$ cat config.mk
export PLATFORM = sky130hd
export DESIGN_NAME = safety_soc_ctrl_regs
export DESIGN_NICKNAME = d
export VERILOG_FILES = /design/src/rtl/safety_soc_ctrl_regs.sv
export SDC_FILE = /design/constraint.sdc
export NUM_CORES = 1
export LEC_CHECK = 0
export CAP_MARGIN = 20
export CORE_MARGIN = 4
export CORE_UTILIZATION = 41
export DETAILED_ROUTE_END_ITERATION = 7
export HOLD_SLACK_MARGIN = 0.06
export PLACE_DENSITY_LB_ADDON = 0.15
export SETUP_SLACK_MARGIN = 0.1
export SLEW_MARGIN = 20
export SYNTH_ARGS = -nofsm -noshare
export SYNTH_HDL_FRONTEND = slang
export SYNTH_SLANG_ARGS = --single-unit
$ cat constraint.sdc
create_clock -name clk_i -period 1.9 [get_ports clk_i]
set_clock_uncertainty 0.2 [all_clocks]
set_input_delay 0.19 -clock clk_i [delete_from_list [all_inputs] [get_ports clk_i]]
set_output_delay 0.19 -clock clk_i [all_outputs]
set_load 0.02 [all_outputs]
$ cat src/rtl/safety_soc_ctrl_regs.sv
// -----------------------------------------------------------------------------
// safety_soc_ctrl_regs
//
// SocCtrl register window of the safety island. Holds the boot address, the
// fetch enable, the core status / end-of-computation word and the boot mode
// sampled after reset. A small boot sequencer raises fetch enable by itself in
// Preloaded mode after BootDelay cycles. In Jtag mode it waits for a bus write.
//
// Ports:
//   clk_i, rst_ni       clock, synchronous active-low reset
//   bootmode_i          boot mode pins (00 Jtag, 01 Preloaded, 1x as Jtag)
//   req_valid_i/ready_o request handshake (one outstanding request)
//   req_addr_i          byte address inside the 4 KiB window
//   req_write_i         1 = write, 0 = read
//   req_wdata_i/wstrb_i write data and byte strobes
//   rsp_valid_o         one-cycle response pulse, one cycle after accept
//   rsp_rdata_o         read data (0 for writes and errors)
//   rsp_error_o         error flag, qualified by rsp_valid_o
//   fetch_enable_o      FETCHEN[0]
//   boot_addr_o         BOOTADDR
//   eoc_o               CORESTATUS[31]
//   core_status_o       CORESTATUS
// -----------------------------------------------------------------------------
module safety_soc_ctrl_regs #(
    parameter int unsigned AddrWidth       = 12,
    parameter logic [31:0] BootAddrDefault = 32'h0000_1080,
    parameter int unsigned BootDelay       = 16
) (
    input  logic                 clk_i,
    input  logic                 rst_ni,
    input  logic [1:0]           bootmode_i,
    input  logic                 req_valid_i,
    output logic                 req_ready_o,
    input  logic [AddrWidth-1:0] req_addr_i,
    input  logic                 req_write_i,
    input  logic [31:0]          req_wdata_i,
    input  logic [3:0]           req_wstrb_i,
    output logic                 rsp_valid_o,
    output logic [31:0]          rsp_rdata_o,
    output logic                 rsp_error_o,
    output logic                 fetch_enable_o,
    output logic [31:0]          boot_addr_o,
    output logic                 eoc_o,
    output logic [31:0]          core_status_o
);

    localparam int unsigned CntW = (BootDelay > 1) ? $clog2(BootDelay) : 1;
    localparam logic [CntW-1:0] CntLoad = CntW'(BootDelay - 1);

    localparam logic [AddrWidth-3:0] IdxBootAddr   = (AddrWidth-2)'(0);
    localparam logic [AddrWidth-3:0] IdxFetchEn    = (AddrWidth-2)'(1);
    localparam logic [AddrWidth-3:0] IdxCoreStatus = (AddrWidth-2)'(2);
    localparam logic [AddrWidth-3:0] IdxBootMode   = (AddrWidth-2)'(3);
    localparam logic [AddrWidth-3:0] IdxBootState  = (AddrWidth-2)'(4);

    typedef enum logic [2:0] {
        ST_SAMPLE = 3'd0,
        ST_WAIT   = 3'd1,
        ST_COUNT  = 3'd2,
        ST_RUN    = 3'd3,
        ST_DONE   = 3'd4
    } state_e;

    // Byte-lane merge of write data into an existing register value.
    function automatic logic [31:0] apply_strb(input logic [31:0] old_val,
                                               input logic [31:0] wdata,
                                               input logic [3:0]  strb);
        logic [31:0] res;
        res = old_val;
        for (int b = 0; b < 4; b++) begin
            if (strb[b]) begin
                res[8*b +: 8] = wdata[8*b +: 8];
            end
        end
        return res;
    endfunction

    state_e          state_q, state_d;
    logic [CntW-1:0] cnt_q, cnt_d;
    logic [31:0]     bootaddr_q, bootaddr_d;
    logic            fetchen_q, fetchen_d;
    logic [31:0]     corestatus_q, corestatus_d;
    logic [1:0]      bootmode_q, bootmode_d;
    logic            rsp_valid_q, rsp_valid_d;
    logic [31:0]     rsp_rdata_q, rsp_rdata_d;
    logic            rsp_error_q, rsp_error_d;

    logic                 accept;
    logic [AddrWidth-3:0] word_idx;
    logic                 addr_hit;
    logic                 addr_ro;
    logic [31:0]          rdata_mux;
    logic                 wr_ok;
    logic                 auto_set;

    // Byte offset within a word does not select anything.
    logic unused_addr_lsb;
    assign unused_addr_lsb = ^req_addr_i[1:0];

    assign accept   = req_valid_i & req_ready_o;
    assign word_idx = req_addr_i[AddrWidth-1:2];

    // Address decode and read mux, using register values before the edge.
    always_comb begin
        rdata_mux = '0;
        addr_hit  = 1'b1;
        addr_ro   = 1'b0;
        case (word_idx)
            IdxBootAddr:   rdata_mux = bootaddr_q;
            IdxFetchEn:    rdata_mux = {31'b0, fetchen_q};
            IdxCoreStatus: rdata_mux = corestatus_q;
            IdxBootMode: begin
                rdata_mux = {30'b0, bootmode_q};
                addr_ro   = 1'b1;
            end
            IdxBootState: begin
                rdata_mux = {29'b0, state_q};
                addr_ro   = 1'b1;
            end
            default:       addr_hit  = 1'b0;
        endcase
    end

    assign wr_ok = accept & req_write_i & addr_hit & ~addr_ro;

    // Boot sequencer next state. The auto-set pulse is consumed even if a
    // simultaneous bus write overrides the FETCHEN value.
    always_comb begin
        state_d    = state_q;
        cnt_d      = cnt_q;
        bootmode_d = bootmode_q;
        auto_set   = 1'b0;
        case (state_q)
            ST_SAMPLE: begin
                bootmode_d = bootmode_i;
                if (bootmode_i == 2'b01) begin
                    state_d = ST_COUNT;
                    cnt_d   = CntLoad;
                end else begin
                    state_d = ST_WAIT;
                end
            end
            ST_WAIT: begin
                if (fetchen_q) state_d = ST_RUN;
            end
            ST_COUNT: begin
                if (fetchen_q) begin
                    state_d = ST_RUN;
                end else if (cnt_q == '0) begin
                    auto_set = 1'b1;
                    state_d  = ST_RUN;
                end else begin
                    cnt_d = cnt_q - 1'b1;
                end
            end
            ST_RUN: begin
                if (corestatus_q[31]) state_d = ST_DONE;
            end
            ST_DONE:   state_d = ST_DONE;
            default:   state_d = ST_SAMPLE;
        endcase
    end

    // Register file and response next values.
    always_comb begin
        bootaddr_d   = bootaddr_q;
        corestatus_d = corestatus_q;
        fetchen_d    = fetchen_q | auto_set;
        if (wr_ok) begin
            case (word_idx)
                IdxBootAddr:   bootaddr_d   = apply_strb(bootaddr_q, req_wdata_i, req_wstrb_i);
                IdxCoreStatus: corestatus_d = apply_strb(corestatus_q, req_wdata_i, req_wstrb_i);
                IdxFetchEn: begin
                    // Bus write has priority over the sequencer auto-set.
                    if (req_wstrb_i[0]) fetchen_d = req_wdata_i[0];
                end
                default: ;
            endcase
        end

        rsp_valid_d = accept;
        rsp_rdata_d = (accept & ~req_write_i & addr_hit) ? rdata_mux : 32'b0;
        rsp_error_d = accept & (~addr_hit | (req_write_i & addr_ro));
    end

    always_ff @(posedge clk_i) begin
        if (!rst_ni) begin
            state_q      <= ST_SAMPLE;
            cnt_q        <= '0;
            bootaddr_q   <= BootAddrDefault;
            fetchen_q    <= 1'b0;
            corestatus_q <= '0;
            bootmode_q   <= '0;
            rsp_valid_q  <= 1'b0;
            rsp_rdata_q  <= '0;
            rsp_error_q  <= 1'b0;
        end else begin
            state_q      <= state_d;
            cnt_q        <= cnt_d;
            bootaddr_q   <= bootaddr_d;
            fetchen_q    <= fetchen_d;
            corestatus_q <= corestatus_d;
            bootmode_q   <= bootmode_d;
            rsp_valid_q  <= rsp_valid_d;
            rsp_rdata_q  <= rsp_rdata_d;
            rsp_error_q  <= rsp_error_d;
        end
    end

    // Outputs are direct views of the registers; one request in flight only.
    always_comb begin
        req_ready_o    = ~rsp_valid_q;
        rsp_valid_o    = rsp_valid_q;
        rsp_rdata_o    = rsp_rdata_q;
        rsp_error_o    = rsp_error_q;
        fetch_enable_o = fetchen_q;
        boot_addr_o    = bootaddr_q;
        eoc_o          = corestatus_q[31];
        core_status_o  = corestatus_q;
    end

endmodule

==> metrics.txt <==
Vias/cell roughly 5; Mapped Avg Cell Area about 9.7 um2; peak supply drop 0.000483 V; initial DRC count 121; Final setup viols 0; setup TNS 0 ns; syn_nets a little over 500; minimum clock period about 1.8 ns; Warnings, synthesis 0; I/O pin total approximately 160; wire length on met1 4.98 mm; first-pass GRT wire length 19.4 mm; Worst-path clk slew 0.11 ns; Net Sw Frac between 20 and 30%; Net Switching between 0.001 and 0.0015 W; Internal about 0.0034 W; via count between 3k and 4k; TritonCTS Sinks between 100 and 150; Max Clk Rate between 0.5 and 0.6 GHz; Reg power frac between 50% and 60%; multiplexer area fraction after synthesis 22.2%; clock power share 31.4%; Global Route Usage Sum 18.6%; die height around 110 um; cell depth of the worst flop-to-flop path 3; RSZ-0062 raised after global routing yes; dpl hpwl slightly below 9 mm; IO buf count between 150 and 200; Longest Clk Path Bufs 2; number of flops mapped to enable cells by yosys 0; core box area about 10000 um2; count of cell types in the netlist between 40 and 50; fraction of layout cells with a size suffix above 1 around a tenth; die area 12600 um2; CTS tree done; Slowest cell on crit path or4b_4; vias in the first global route between 4k and 5k; critical path peak fanout 5; Area growth syn-to-layout 49.5%; Pleak roughly 3.5 nW; DR DRC count 0; WL final 11.8 mm; pwr/cell area between 600 and 700 nW/um2; Crit. Startpoint state_q[0]$_SDFFE_PN0P_; Detail Route Antenna Nets 0; met3 WL approximately 840 um; largest family of logic cells by synthesized area multiplexers; CTS Root Cell clkbuf_8; Synth Flop Type dfxtp_1; Post-Synth Adder-Cell Area 0.561%; DRT Pass-1 Iters 4; leading area contributor after synthesis dfxtp_1; cell family with most CP delay simple AND/OR/NAND/NOR gates; WP data arrival between 1.5 and 2 ns; Crit Reg-Reg Endpoint cnt_q[3]$_SDFFE_PN0P_; period utilisation layout 93.1%; critical-path cell list or4b_4 > or4_1 > a31oi_1; Synth Area in Compound Gates 4.23%; initial core utilization a little over two fifths; Max Used Layer met4; XOR/XNOR Fraction of Synth Area 0%; worst min-delay path endpoint rsp_rdata_o[9]$_SDFF_PN0_; initial antenna violation count 0; final net count about 700; Req. time, crit path between 1.5 and 2 ns; fin cells 765; Slew @ Worst Pin between 0.5 and 0.6 ns; Worst Path Class, Setup reg -> reg; largest net degree at the start of global routing just over 100; r2r startpoint state_q[0]$_SDFFE_PN0P_; share of synthesized flip-flops with an asynchronous set or reset 0%; Area contributors post-synth dfxtp_1 48%, mux2i_1 22%, nand2_1 8.2%; Comb power frac between 15 and 20%; post-synthesis simple-gate area fraction between 20% and 30%; n_diodes 0; post-synthesis cell area approximately 4500 um2; setup slack, reg-to-reg between 0.1 and 0.15 ns; slew margin rel. 65.0%; Max stage delay on crit path ~0.57 ns; Cells after Synth around 460; wire length on met2 about 5.8 mm; Die W between 100 and 150 um; crit path capture type flop; Setup WS pre-CTS -0.199 ns; CTS H-tree depth 3; FF+latch count, synth between 100 and 150; Worst Hold Class in -> reg; post-synthesis sequential area ratio between 40% and 50%; Worst-Skew Late Latency between 0.3 and 0.4 ns; Buf/Inv on CP 0; grt total ovfl 0; final worst setup slack between 0.1 and 0.15 ns; Hold Path Cell Cnt 3; Placed Instances between 700 and 800; max-slew violations 0; Startpoint Class flop; Hold Crit Start req_addr_i[3]; Final Hold Fails 0; TritonCTS Buffers 9; outcome finished, final reports clean; GP Congestion about 0.8; Rows 37; Max Cap Violations 0; wire per inst about 15 um; Yosys top cell area share around half
-- layout make-up --
class | instances | area, um2
Clock buffer | 10 | 138
Tap cell | 136 | 170
Clock inverter | 6 | 72.6
Sequential cell | 108 | 2160
Fill cell | 902 | 3790
Timing Repair Buffer | 184 | 1950
Inverter | 6 | 22.5
Multi-Input combinational cell | 315 | 2160
-- cell usage after synthesis, types with 3 or more instances --
master	count
buf_4	3
a31oi_1	3
inv_1	5
mux2i_1	99
nor4b_1	3
nor2_1	40
dfxtp_1	108
a21boi_0	3
a21oi_1	5
nor3_1	5
clkbuf_1	18
buf_2	6
nand4_1	3
nand2_1	98
and3b_1	7
nor3b_1	6
nor4bb_1	3
o21ai_0	5
nand4_2	7
o31a_1	5
-- how the worst max path moves through the flow --
| stage | endpoint | cells after the start |
|---|---|---|
| 2_1_floorplan | cnt_q[3]$_SDFFE_PN0P_ | 4 |
| 3_3_place_gp | boot_addr_o[9]$_SDFFE_PN0P_ | 6 |
| 3_5_place_dp | boot_addr_o[13]$_SDFFE_PN0P_ | 6 |
| 4_1_cts | boot_addr_o[10] | 1 |
| 5_1_grt | cnt_q[3]$_SDFFE_PN0P_ | 3 |
| 6_report | cnt_q[3]$_SDFFE_PN0P_ | 3 |
-- flip-flops by register name, indices dropped and copies added, names as in the netlist --
| name | cells |
|---|---|
| rsp_error_o | 1 |
| cnt_q | 4 |
| fetch_enable_o | 1 |
| bootmode_q | 2 |
| boot_addr_o | 32 |
| state_q | 3 |
| rsp_valid_o | 1 |
| rsp_rdata_o | 32 |
| core_status_o | 32 |
-- power groups by stage --
stage,logic (W),registers (W),clock network (W)
after floorplan,0.000495,0.00244,0
after global placement,0.000780,0.00243,0
after detailed placement,0.000798,0.00243,0
after CTS,0.000803,0.00238,0.00151
after global routing,0.000886,0.00239,0.00160
final,0.000805,0.00238,0.00146
-- routing by layer --
metal,GRT usage (%),up-vias
li1,-,1905
met1,21.6,1816
met2,32.8,117
met3,5.61,19
met4,5.85,0
met5,0,-
-- tightest hold or removal path: stages --
cell and delay (ns):
buf_2 0.21, mux2i_1 0.16, nor2_1 0.07
-- metrics by stage --
step / util (%) / instance area (um2) / total power [W] / hold slack (ns)
after floorplan: - / 4460 / 0.00293 / 0.129
after global placement: 60.8 / 6360 / 0.00321 / 0.257
after detailed placement: 60.8 / 6360 / 0.00323 / 0.271
after CTS: 62.8 / 6580 / 0.00469 / 0.0968
after global routing: 63.8 / 6670 / 0.00488 / 0.151
final: 63.8 / 6670 / 0.00465 / 0.112
-- cell families after synthesis --
kind of cell / count (synthesis)
and+or+nand+nor: 187
DFF: 108
muxes: 99
buffers and inverters: 35
AOI/OAI and AO/OA: 27
adders and majority gates: 2
-- layout by cell type (no fill, tap or decap), drive strengths merged, types with 8 or more instances in the layout --
cell type,synthesis,final
buf,11,33
dlymetal6s2s,0,31
dfxtp,108,108
clkbuf,18,10
nand2,98,98
nand4,10,10
mux2i,99,99
nor2,40,40
clkdlybuf4s50,0,113
and3b,8,8
-- what timing repair did --
action / 4_1_cts / 5_1_grt
setup endpoints to repair: 7 / 35
buffers inserted: 0 / 1
gates resized for setup: 7 / 32
endpoints found under the hold margin: 3 / 0
cloned: 0 / 0
hold buffers: 1 / 0
(Power assumes the default switching activity.)
